[src/rtl/pipe_step_ctrl_if.sv]
// Control/status bundle between the board-facing debug logic and the pipeline step sequencer.
interface pipe_step_ctrl_if #(
  parameter int BURST_W = 8
);
  logic               btn_run;
  logic               btn_step;
  logic               btn_halt;
  logic [BURST_W-1:0] burst_len;
  logic               bp_en;
  logic [31:0]        bp_pc;
  logic [31:0]        if_pc;
  logic               step;
  logic [1:0]         state;
  logic               bp_hit;
  logic [31:0]        adv_cnt;

  modport master (
    output btn_run, btn_step, btn_halt, burst_len, bp_en, bp_pc, if_pc,
    input  step, state, bp_hit, adv_cnt
  );

  modport slave (
    input  btn_run, btn_step, btn_halt, burst_len, bp_en, bp_pc, if_pc,
    output step, state, bp_hit, adv_cnt
  );
endinterface

[src/rtl/pipe_step_ctrl.sv]
// Run/step/breakpoint sequencer: debounced buttons drive the global pipeline advance enable.
//   state   | meaning
//   S_HALT  | pipeline frozen, waiting for run or step press
//   S_RUN   | free run until halt press or breakpoint
//   S_BURST | advance a fixed number of cycles, then halt
//   S_BPHIT | frozen on breakpointed fetch PC
module pipe_step_ctrl #(
  parameter int DEB_CYC = 4,
  parameter int BURST_W = 8
) (
  input logic            clk,
  input logic            rst,
  pipe_step_ctrl_if.slave bus
);
  localparam int CW = $clog2(DEB_CYC + 1);

  typedef enum logic [1:0] {
    S_HALT  = 2'd0,
    S_RUN   = 2'd1,
    S_BURST = 2'd2,
    S_BPHIT = 2'd3
  } state_t;

  logic [2:0]         w_raw;
  logic [2:0]         r_sync1;
  logic [2:0]         r_sync2;
  logic [CW-1:0]      r_deb_cnt [3];
  logic [2:0]         w_pulse;
  logic               w_run_p;
  logic               w_step_p;
  logic               w_halt_p;

  state_t             r_state;
  state_t             w_state_nxt;
  logic [BURST_W-1:0] r_remaining;
  logic [BURST_W-1:0] w_remaining_nxt;
  logic [BURST_W-1:0] w_burst_load;
  logic               r_skip;
  logic               w_skip_nxt;
  logic               r_bp_hit;
  logic [31:0]        r_adv_cnt;
  logic               w_pc_eq;
  logic               w_bp_match;
  logic               w_step;

  assign w_raw = {bus.btn_halt, bus.btn_step, bus.btn_run};

  // Counter saturates at DEB_CYC so a held button pulses only once per press.
  always_ff @(posedge clk) begin
    if (rst) begin
      r_sync1 <= '0;
      r_sync2 <= '0;
      for (int i = 0; i < 3; i++) r_deb_cnt[i] <= '0;
    end else begin
      r_sync1 <= w_raw;
      r_sync2 <= r_sync1;
      for (int i = 0; i < 3; i++) begin
        if (!r_sync2[i])
          r_deb_cnt[i] <= '0;
        else if (r_deb_cnt[i] != CW'(DEB_CYC))
          r_deb_cnt[i] <= r_deb_cnt[i] + 1'b1;
      end
    end
  end

  always_comb begin
    for (int i = 0; i < 3; i++)
      w_pulse[i] = r_sync2[i] & (r_deb_cnt[i] == CW'(DEB_CYC - 1));
  end

  assign w_run_p  = w_pulse[0];
  assign w_step_p = w_pulse[1];
  assign w_halt_p = w_pulse[2];

  assign w_pc_eq      = (bus.if_pc == bus.bp_pc);
  assign w_bp_match   = bus.bp_en & w_pc_eq & ~r_skip;
  assign w_step       = ((r_state == S_RUN) | (r_state == S_BURST)) & ~w_bp_match & ~w_halt_p;
  assign w_burst_load = (bus.burst_len == '0) ? BURST_W'(1) : bus.burst_len;

  always_comb begin
    w_state_nxt     = r_state;
    w_remaining_nxt = r_remaining;
    w_skip_nxt      = r_skip & w_pc_eq;
    case (r_state)
      S_HALT: begin
        if (w_run_p) begin
          w_state_nxt = S_RUN;
        end else if (w_step_p) begin
          w_state_nxt     = S_BURST;
          w_remaining_nxt = w_burst_load;
        end
      end
      S_RUN: begin
        if (w_halt_p)        w_state_nxt = S_HALT;
        else if (w_bp_match) w_state_nxt = S_BPHIT;
      end
      S_BURST: begin
        if (w_halt_p) begin
          w_state_nxt = S_HALT;
        end else if (w_bp_match) begin
          w_state_nxt = S_BPHIT;
        end else begin
          w_remaining_nxt = r_remaining - 1'b1;
          if (r_remaining == BURST_W'(1)) w_state_nxt = S_HALT;
        end
      end
      S_BPHIT: begin
        if (w_halt_p) begin
          w_state_nxt = S_HALT;
        end else if (w_run_p) begin
          w_state_nxt = S_RUN;
          w_skip_nxt  = 1'b1;
        end else if (w_step_p) begin
          w_state_nxt     = S_BURST;
          w_remaining_nxt = w_burst_load;
          w_skip_nxt      = 1'b1;
        end
      end
      default: w_state_nxt = S_HALT;
    endcase
  end

  always_ff @(posedge clk) begin
    if (rst) begin
      r_state     <= S_HALT;
      r_remaining <= '0;
      r_skip      <= 1'b0;
      r_bp_hit    <= 1'b0;
      r_adv_cnt   <= '0;
    end else begin
      r_state     <= w_state_nxt;
      r_remaining <= w_remaining_nxt;
      r_skip      <= w_skip_nxt;
      r_bp_hit    <= (w_state_nxt == S_BPHIT);
      if (w_step) r_adv_cnt <= r_adv_cnt + 32'd1;
    end
  end

  assign bus.step    = w_step;
  assign bus.state   = r_state;
  assign bus.bp_hit  = r_bp_hit;
  assign bus.adv_cnt = r_adv_cnt;
endmodule

[src/flat_wrapper.sv]
// flat-port wrapper written by rule: the top's interface ports become plain ports
module pipe_step_ctrl_flat 
#(
  parameter int DEB_CYC = 4,
  parameter int BURST_W = 8
)
  (clk, rst, bus_btn_run, bus_btn_step, bus_btn_halt, bus_burst_len, bus_bp_en, bus_bp_pc, bus_if_pc, bus_step, bus_state, bus_bp_hit, bus_adv_cnt);
  pipe_step_ctrl_if #(.BURST_W(BURST_W)) bus_i ();
  input logic clk;
  input logic rst;
  input wire logic [$bits(bus_i.btn_run)-1:0] bus_btn_run;
  input wire logic [$bits(bus_i.btn_step)-1:0] bus_btn_step;
  input wire logic [$bits(bus_i.btn_halt)-1:0] bus_btn_halt;
  input wire logic [$bits(bus_i.burst_len)-1:0] bus_burst_len;
  input wire logic [$bits(bus_i.bp_en)-1:0] bus_bp_en;
  input wire logic [$bits(bus_i.bp_pc)-1:0] bus_bp_pc;
  input wire logic [$bits(bus_i.if_pc)-1:0] bus_if_pc;
  output wire logic [$bits(bus_i.step)-1:0] bus_step;
  output wire logic [$bits(bus_i.state)-1:0] bus_state;
  output wire logic [$bits(bus_i.bp_hit)-1:0] bus_bp_hit;
  output wire logic [$bits(bus_i.adv_cnt)-1:0] bus_adv_cnt;
  assign bus_i.btn_run = bus_btn_run;
  assign bus_i.btn_step = bus_btn_step;
  assign bus_i.btn_halt = bus_btn_halt;
  assign bus_i.burst_len = bus_burst_len;
  assign bus_i.bp_en = bus_bp_en;
  assign bus_i.bp_pc = bus_bp_pc;
  assign bus_i.if_pc = bus_if_pc;
  assign bus_step = bus_i.step;
  assign bus_state = bus_i.state;
  assign bus_bp_hit = bus_i.bp_hit;
  assign bus_adv_cnt = bus_i.adv_cnt;
  pipe_step_ctrl #(.DEB_CYC(DEB_CYC), .BURST_W(BURST_W)) u_core (.clk(clk), .rst(rst), .bus(bus_i));
endmodule
[config.mk]
export PLATFORM = sky130hd
export DESIGN_NAME = pipe_step_ctrl_flat
export DESIGN_NICKNAME = d
export VERILOG_FILES = /design/src/rtl/pipe_step_ctrl_if.sv /design/src/rtl/pipe_step_ctrl.sv /design/src/flat_wrapper.sv
export SDC_FILE = /design/constraint.sdc
export NUM_CORES = 1
export LEC_CHECK = 0
export CAP_MARGIN = 20
export CORE_UTILIZATION = 40
export CTS_BUF_LIST = sky130_fd_sc_hd__clkbuf_4 sky130_fd_sc_hd__clkbuf_8
export CTS_CLUSTER_SIZE = 25
export DETAILED_ROUTE_END_ITERATION = 10
export DONT_BUFFER_PORTS = 1
export SYNTH_ARGS = -nofsm -noshare
export SYNTH_HDL_FRONTEND = slang
export SYNTH_SLANG_ARGS = --single-unit
[constraint.sdc]
create_clock -name clk -period 6.4 [get_ports clk]
set_input_delay 1.28 -clock clk [delete_from_list [all_inputs] [get_ports clk]]
set_output_delay 1.28 -clock clk [all_outputs]
set_load 0.01 [all_outputs]
* Yosys cells after proc, flatten, opt, wreduce, memory -nomap -nowiden *
Memories as Yosys holds them, arrays and structs flattened.
Cells that the tools add are included.

word-level totals
  flip-flop bits (word level) = 50
  bits in writable memories = 9
  input bits = 78
  output and inout bits = 36
  word-level logic and storage cells = 99
  memories kept = 1

memory list
  name              depth  width  rd ports  clocked after memory_dff  write ports  RTL line              text
  u_core.r_deb_cnt  3      3      3         0                         3            pipe_step_ctrl.sv:27  logic [CW-1:0] r_deb_cnt [3];

operators by class
  add/sub/neg operators = 5
  equal/unequal tests = 15
  multiplexer cells = 49
  bitwise logic cells = 18
  reduce and logical (&&, ||, !) cells = 4

operators by type and width
  cell                     number
  $mux W8                  6
  $add A32 B1 Y32 const B  1
  $eq A32 B32 Y1           1
  $mux W1                  27
  $pmux W8 S3              1
  $mux W3                  6
  $mux W2                  8
  $add A3 B1 Y3 const B    3
  $eq A3 B2 Y1 const B     3
  $ne A3 B3 Y1 const B     3
  $and A1 B1 Y1            8
  $eq A8 B1 Y1 const B     1
  $logic_not A8 Y1         1
  $pmux W2 S4              1
  $sub A8 B1 Y8 const B    1
  $or A1 B1 Y1             7
  $eq A2 B2 Y1 const B     3
  $ne A2 B2 Y1 const B     3
  $reduce_and A4 Y1        1
  $not A1 Y1               3
  $reduce_bool A3 Y1       1
  $eq A2 B1 Y1 const B     1
  $logic_not A2 Y1         1

* Longest topological paths before layout *
Gate-level depths: netlist (run 1).

  depth after elaboration = 7
  depth in mapped cells = 9

* Worst setup path after synthesis (run 1) *
Ideal clock, no wire load.

  path kind = input port to output port
  start = input bus_bp_pc[26]
  end = output bus_step
  arrival = 2.884 ns
  data required time = 5.120 ns
  path slack = 2.236 ns
  stages on the path = 8
  buffers on the path = 3
  path through = xnor2_1 > nand4_1 > or4_1 > buf_4 > o311ai_4 > buf_6 > buf_8 > inv_1

between the ends
  word-level cells in the longest chain between the ends = 6

RTL lines
  what                         RTL line              text
  start: declaration           flat_wrapper.sv:16    input wire logic [$bits(bus_i.bp_pc)-1:0] bus_bp_pc;
  $eq A32 B32 Y1               pipe_step_ctrl.sv:75  assign w_pc_eq = (bus.if_pc == bus.bp_pc);
  $and A1 B1 Y1 (2 in series)  pipe_step_ctrl.sv:76  assign w_bp_match = bus.bp_en & w_pc_eq & ~r_skip;
  $not A1 Y1                   pipe_step_ctrl.sv:77  assign w_step = ((r_state == S_RUN) | (r_state == S_BURST)) & ~w_bp_match & ~w_halt_p;
  $and A1 B1 Y1 (2 in series)  pipe_step_ctrl.sv:77
  end: declaration             flat_wrapper.sv:18    output wire logic [$bits(bus_i.step)-1:0] bus_step;

No other way between the ends.

* Worst setup path in the final report (run 1) *
  start = input bus_bp_pc[15]
  end = output bus_step

The elaborated chain is that of the path after synthesis.

==> results of run 1 <==
==> metal layers <==
metal / share of wire / GRT usage / wire length (µm) / up-vias
met5: 0 / 0 / 0 / -
met4: 0.013 / 0.0633 / 110 / 0
met3: 0.050 / 0.0518 / 411 / 13
li1: - / - / - / 1495
met2: 0.48 / 0.285 / 4000 / 91
met1: 0.45 / 0.223 / 3760 / 1414
==> state kept, by name, summed over array words and instances, names as in the netlist <==
| register | count |
|---|---|
| u_core.r_remaining | 8 |
| u_core.bus.state | 2 |
| u_core.r_deb_cnt | 9 |
| u_core.bus.bp_hit | 1 |
| u_core.r_skip | 1 |
| u_core.bus.adv_cnt | 32 |
| u_core.r_sync2 | 3 |
| u_core.r_sync1 | 3 |
==> worst max-delay path by stage <==
| stage | start | cells after the start | end |
|---|---|---|---|
| after detailed placement | bus_bp_pc[7] | 6 | bus_step |
| after floorplan | bus_bp_pc[26] | 8 | bus_step |
| after global routing | bus_bp_pc[7] | 6 | bus_step |
| final | bus_bp_pc[15] | 6 | bus_step |
| after CTS | bus_bp_pc[21] | 6 | bus_step |
| after global placement | bus_bp_pc[21] | 6 | bus_step |
==> critical path, delay by kind of cell <==
family | cells | cell delay [ns]
AND/OR/NAND/NOR | 2 | 0.82
buffers and inverters | 2 | 0.50
AO/OA/AOI/OAI | 1 | 0.36
XOR/XNOR | 1 | 0.14
==> through the flow <==
stage / cells / area [µm²]
2_1_floorplan: 416 / 3650
3_3_place_gp: 505 / 3680
3_5_place_dp: 505 / 3680
4_1_cts: 521 / 3910
5_1_grt: 521 / 3910
6_report: 521 / 3910
==> cell families (layout without fill, tap and decap cells) <==
kind of cell,Yosys count,in the layout,share of synthesized area
AND/OR/NAND/NOR,177,177,0.267
AO/OA/AOI/OAI,72,72,0.144
flip-flops,59,59,0.348
buffers and inverters,43,40,0.0538
XOR/XNOR,35,35,0.0840
adder cells (fa/ha/maj),16,16,0.0548
multiplexers,14,14,0.0487
==> report_power, final <==
part           internal (mW)  switching (mW)  leakage, nW  total, mW
sequential             0.377         0.00140        0.514      0.379
clock                  0.239           0.155        0.119      0.393
combinational         0.0174          0.0136        0.741     0.0310
total                  0.633           0.170         1.37      0.803
==> cells in the final DEF (no fill, tap or decap), types with 12 or more instances in the layout <==
cell type,count
or4_1,12
inv_1,23
nand4_1,13
nand2_1,31
nor2b_1,20
dfxtp_1,50
ha_1,16
nor2_1,41
a21oi_1,23
nand3_1,15
xor2_1,18
xnor2_1,17
==> layout make-up <==
type                    count  area share
flip-flops and latches     59       0.325
clock buffers              11      0.0387
inverters                  23      0.0221
well taps                 108      0.0346
clock inverters             5      0.0192
multi-input cells         314       0.558
repair buffers              1     0.00192
==> impl_results.md, run 1 <==
* Clock tree from TritonCTS: built
* Multi-input combinational cell area at 2180 µm²
* First drt pass iteration count at 4
* Slew of the pin with the lowest slew margin at 0.635 ns
* Endpoint of the worst hold-timing path: u_core.r_sync2[1]
* Origin of the worst min-delay path: u_core.r_sync1[1]
* Filler cells at 836
* Via count of the first global-routing pass at 2802
* Clock latency on the worst-skew pair at 0.34 ns
* Post-synthesis instance area at 3650 µm²
* Worst EP arrival at 3.10 ns
* Post-place setup slack at 1.99 ns
* Total of buffers placed on input and output ports at 0
* Layout cells sized above 1 at 0.104
* Total number of vias at 3013
* Remaining routing DRC violations at 0
* Main area contributors after synthesis: dfxtp_1, edfxtp_1, ha_1, xor2_1, nor2_1
* Vertical die dimension at 97.5 µm
* Startpoint type of the worst setup path: input pin
* Highest Clock Rate at 0.228 GHz
* Setup CP Type: input pin to output pin
* Worst-path cell with the longest stage delay: nor4_1
* Synth Area per Inst at 8.78 µm²
* Share of synthesized area occupied by flip-flops and latches at 0.348
* Hold Violations, Final at 0
* CTS resizes at 0
* Area inside the core boundary at 8760 µm²
* Critical Path RT at 5.12 ns
* Seq cells post-synth at 59
* Average vias per placed instance at 5.78
* Setup repair after global routing missed its margin: no
* Register-to-Register Setup Slack at 3.61 ns
* # nets final at 502
* Critical Path End Type: output pin
* Period Utilization, post-route at 0.685
* Die area at 9510 µm²
* Leakage at 1.37 nW
* Grt ovf at 0
* Pin count of the biggest net entering global routing at 63
* Leading area contributor after synthesis: dfxtp_1
* Worst slew margin relative to its limit at 0.574
* Post-detailed-routing wire length at 8280 µm
* Gate count of the mapped netlist at 416
* Final number of max-transition violations at 0
* Worst clock skew on the final layout at 0.00837 ns
* Number of buffers on the longest clock path at 2
* Wire length of the first global-routing pass at 13500 µm
* Seq. cell area at 1270 µm²
* Horizontal die dimension at 97.5 µm
* Post-route setup slack at 2.02 ns
* CP cell instances: xor2_1 -> nor4_1 -> nand4_1 -> o311ai_4 -> buf_4 -> inv_1
* Diodes inserted at 0
* CTS clk-pin slew, worst paths at 0.07 ns
* Final-report setup violation count at 0
* Tot Pwr at 803 µW
* Remaining antenna violation count after routing at 0
* Peak supply drop at 0.000110 V
* CP max FO at 31
* Post-synth EDFFs at 9
* Depth of the worst hold-timing path at 1
* Yosys top cell area share at 0.274
* # IOs at 114
* Syn. warnings at 0
* Outcome: finished clean
* Capture point of the worst reg-to-reg path: u_core.bus.adv_cnt[25]
* Cell count of the worst reg-to-reg path at 6
* Final weighted congestion in routability-driven placement at 0.821
* Number of buffers inserted for hold repair after clock tree synthesis at 0
* Setup tns final at 0 ns
* Count of distinct cell types in the synthesized netlist at 56
* Number of max-capacitance violations reported at 0
* Buffers inserted by post-CTS timing repair at 0
* Net count after synthesis at 510
* Most frequently used cell type in the post-synthesis netlist: dfxtp_1
* Buffer cell driving the clock tree root: clkbuf_8
* Pwr per Cell Area at 205 nW/µm²
* Finished Core Util at 0.446
* Type of the worst min-delay path: flip-flop to flip-flop
* Initial cell density of the core at 0.417
* Primary FF master, synth: dfxtp_1
* Gr usage total at 0.176
* Sum of net half-perimeters after detailed placement at 6020 µm
* Number of DRC markers after the initial detailed-route iteration at 191
* Top cell types by occurrence after synthesis: dfxtp_1, nor2_1, nand2_1
* Initial antenna violation count at 0
* Number of buffers created by CTS at 9
* H-Tree Depth at 3
* CP peak stage delay at 0.41 ns
* Hold Slack at 0.451 ns
* Proportion of register bits with asynchronous set or reset after synthesis at 0
* Number of cell rows at 34
* Number of clock sinks at 59
* R2r startpoint: u_core.bus.adv_cnt[8]
* Area Overhead vs Synth at 7.09%
* Avg WL per Cell at 15.9 µm
* Final worst path period need at 4.38 ns
Power figures use the tool's default switching activity.
==> inputs of run 2 (changes only) <==
--- a/config.mk
+++ b/config.mk
@@ -5,6 +5,7 @@
 export SDC_FILE = /design/constraint.sdc
 export NUM_CORES = 1
 export LEC_CHECK = 0
+export ABC_AREA = 1
 export CAP_MARGIN = 20
 export CORE_UTILIZATION = 40
 export CTS_BUF_LIST = sky130_fd_sc_hd__clkbuf_4 sky130_fd_sc_hd__clkbuf_8
==> constraint.sdc (replaced) <==
create_clock -name clk -period 4.4 [get_ports clk]
set_input_delay 0.88 -clock clk [delete_from_list [all_inputs] [get_ports clk]]
set_output_delay 0.88 -clock clk [all_outputs]
set_load 0.01 [all_outputs]
==> run 2 against run 1 <==
  * Clock power increased by 14%
  * Utilization down 0.60 points
  * Largest cell class unchanged
  * Routed wire length rose by 9.6%
==> impl_results.md, run 2 <==
* Final-report setup violation count at 0 (unchanged)
* Worst EP arrival at 2.28 ns (-0.82 ns)
* Via count of the first global-routing pass at 3423 (+22%)
* Area Overhead vs Synth at 6.40%
* Clock power share at 0.381 (-0.109)
* Total net switching power at 324 µW (+91%)
* Placement-stage cell area at 4120 µm² (+12%)
* Design Area, Final at 4300 µm² (+10%)
* Number of cell rows at 36 (+5.9%)
* Vertical die dimension at 103 µm (+5.1%)
* Setup repair after global routing missed its margin: no
* Layout cells sized above 1 at 0.0896 (-0.0146)
* Leakage at 1.70 nW (+24%)
* Cell family contributing the most delay on the critical path: simple AND/OR/NAND/NOR gates
* Remaining antenna violation count after routing at 0 (unchanged)
* Switching share of total power at 0.276 (+0.0641)
* Diodes inserted at 0 (unchanged)
* H-Tree Depth at 3 (unchanged)
* Proportion of register bits with asynchronous set or reset after synthesis at 0 (unchanged)
* Number of max-capacitance violations reported at 0 (unchanged)
* Gate count of the mapped netlist at 599 (+44%)
* Remaining routing DRC violations at 0 (unchanged)
* CTS resizes at 0 (unchanged)
* Share of synthesized area occupied by flip-flops and latches at 0.314 (-0.0338)
* Type of the worst min-delay path: flip-flop to flip-flop
* CP cell instances: inv_1 -> nand2_1 -> nand2_1 -> nand2_1 -> nor2_1 -> nand2_1 -> nor2_2 -> nand3_4 -> nand3_4 -> inv_2
* R2r startpoint: u_core.r_deb_cnt[2][0]
* First drt pass iteration count at 4 (unchanged)
* Depth of the worst hold-timing path at 2 (+1)
* Share of cell area taken by muxes after synthesis at 0 (-0.0487)
* Grt ovf at 0 (unchanged)
* # nets final at 692 (+38%)
* Critical Path End Type: output pin
* Avg WL per Cell at 12.3 µm (-22%)
* Total of buffers placed on input and output ports at 0 (unchanged)
* Die area at 10500 µm² (+11%)
* Compound-gate portion of the synthesized area at 0.0851 (-0.0588)
* Number of flip-flops under the largest register name at 32 (unchanged)
* Peak supply drop at 0.000120 V (+8.4%)
* Slew of the pin with the lowest slew margin at 0.571 ns (-0.0635 ns)
* Total number of vias at 3567 (+18%)
* Most frequent standard cell in the layout excluding fill and tap cells: nand2_1
* Buffers inserted by post-CTS timing repair at 0 (unchanged)
* Final weighted congestion in routability-driven placement at 0.881 (+7.3%)
* Post-synthesis instance area at 4040 µm² (+11%)
* Origin of the worst min-delay path: u_core.r_sync1[1]
* Share of power burned in registers at 0.489 (+0.017)
* Main area contributors after synthesis: dfxtp_1, nand2_1, inv_1, edfxtp_1, xnor2_1
* Power share of the combinational group at 0.129 (+0.090)
* Number of DRC markers after the initial detailed-route iteration at 147 (-23%)
* Synth Area per Inst at 6.75 µm² (-23%)
* Setup tns final at 0 ns (unchanged)
* Primary FF master, synth: dfxtp_1
* # IOs at 114 (unchanged)
* Clock latency on the worst-skew pair at 0.34 ns (about the same)
* Initial antenna violation count at 0 (unchanged)
* Average vias per placed instance at 4.85 (-16%)
* Worst clock skew on the final layout at 0.00662 ns (-0.00175 ns)
* Number of buffers created by CTS at 9 (unchanged)
* Period Utilization, post-route at 0.719
* Share of the synthesized netlist area taken by xor and xnor gates at 0.102 (+0.0178)
* Count of distinct cell types in the synthesized netlist at 36 (-36%)
* Top cell types by occurrence after synthesis: nand2_1, inv_1, nor2_1
* Syn. warnings at 0 (unchanged)
* Post-synth EDFFs at 9 (unchanged)
* First element of the critical path: bus_if_pc[25]
* Total number of cells along the worst setup path at 10 (+4)
* Area share of fa/ha/maj cells after synthesis at 0.0495 (-0.00533)
* Final number of max-transition violations at 0 (unchanged)
* Buffer cell driving the clock tree root: clkbuf_8
* Clock tree from TritonCTS: built
* Leading area contributor after synthesis: dfxtp_1
* CTS clk-pin slew, worst paths at 0.07 ns (about the same)
* Gr usage total at 0.186 (+0.00907)
* CP max FO at 33 (+6.5%)
* CP peak stage delay at 0.58 ns (+0.17 ns)
* Number of buffers on the longest clock path at 2 (unchanged)
* Pwr per Cell Area at 273 nW/µm² (+33%)
* Area inside the core boundary at 9770 µm² (+12%)
* Outcome: finished clean
* Cell count of the worst reg-to-reg path at 8 (+2)
* Seq cells post-synth at 59 (unchanged)
* Number of clock sinks at 59 (unchanged)
* Commonest non-fill, non-tap cells in the layout: nand2_1, inv_1, nor2_1, dfxtp_1
* Highest Clock Rate at 0.316 GHz
* Cell type with the highest occurrence count on the critical path: nand2_1
* Pin count of the biggest net entering global routing at 40 (-37%)
* Synthesized-area fraction occupied by and/or/nand/nor cells at 0.354 (+0.0870)
* Initial cell density of the core at 0.414 (-0.00290)
* Number of buffers inserted for hold repair after clock tree synthesis at 0 (unchanged)
* Tot Pwr at 1.18 mW (+47%)
* Sum of net half-perimeters after detailed placement at 7030 µm (+17%)
* Internal power contribution at 852 µW (+35%)
* Worst-path cell with the longest stage delay: inv_2
* Largest family of logic cells by synthesized area: simple AND/OR/NAND/NOR gates
* Startpoint type of the worst setup path: input pin
* Worst slew margin relative to its limit at 0.618 (+0.0450)
* Total buffers and inverters traversed by the critical path at 2 (unchanged)
* Critical Path RT at 3.52 ns (-1.60 ns)
* Wire length of the first global-routing pass at 15300 µm (+13%)
* Hold Violations, Final at 0 (unchanged)
* Most frequently used cell type in the post-synthesis netlist: nand2_1
* Setup CP Type: input pin to output pin
* Yosys top cell area share at 0.248 (-0.0266)
* Net count after synthesis at 693 (+36%)
* Post-detailed-routing wire length at 9080 µm (+9.6%)
* Horizontal die dimension at 103 µm (+5.1%)
* Final worst path period need at 3.16 ns
==> run 2: cell types whose count changed in the layout (fill, tap and decap cells not counted), sizes merged, moves of 10 or more <==
cell	delta
nor2	+26
or4	-12
nor4	-10
xnor2	+12
inv	+57
mux2	-12
nor2b	-20
nor3	+18
nand2	+170
a21oi	+17
==> run 2: routing by layer <==
layer	share of wire	global-route usage
met5	0	0
met2	0.46	0.314
met1	0.44	0.216
met3	0.089	0.0746
met4	0.011	0.0538
==> run 2: metrics by stage <==
stage	util	worst slack (ns)	hold slack (ns)	cells
finish	0.440	1.24	0.405	736
global route	0.440	1.03	0.438	736
CTS	0.440	1.22	0.408	736
detailed placement	0.422	1.22	0.396	720
global placement	0.422	1.25	0.392	720
floorplan	-	1.73	0.388	599
==> run 2: final cells by class <==
type	instances	area, µm²
clock buffers	11	151
clock inverters	5	27.5
fillers	1086	5470
inverters	80	300
multi-input cells	448	2390
flip-flops and latches	59	1270
well taps	133	166
==> run 2: final timing paths <==
kind                                              end  slack, ns
worst min register to register      u_core.r_sync2[1]       0.40
worst min-delay path                u_core.r_sync2[1]       0.40
worst max-delay path                         bus_step       1.24
worst max register to register  u_core.bus.adv_cnt[7]       1.99
==> run 2: tightest hold or removal path: stages (launching register included) <==
cell,delay (ns)
dfxtp_1,0.30
inv_1,0.04
nor2_1,0.03
==> run 2: cells by family (layout without fill, tap and decap cells) <==
| group | Yosys count | count (layout) |
|---|---|---|
| adders and majority gates | 16 | 16 |
| AOI/OAI and AO/OA | 59 | 59 |
| DFF | 59 | 59 |
| xor gates and xnor gates | 47 | 47 |
| and+or+nand+nor | 326 | 326 |
| buffers and inverters | 92 | 96 |
==> run 2: power groups by stage <==
stage	logic, mW	registers [mW]	clock network (mW)
floorplan	0.144	0.584	0
global placement	0.148	0.588	0
detailed placement	0.153	0.588	0
CTS	0.154	0.576	0.464
global route	0.180	0.578	0.490
finish	0.152	0.576	0.448
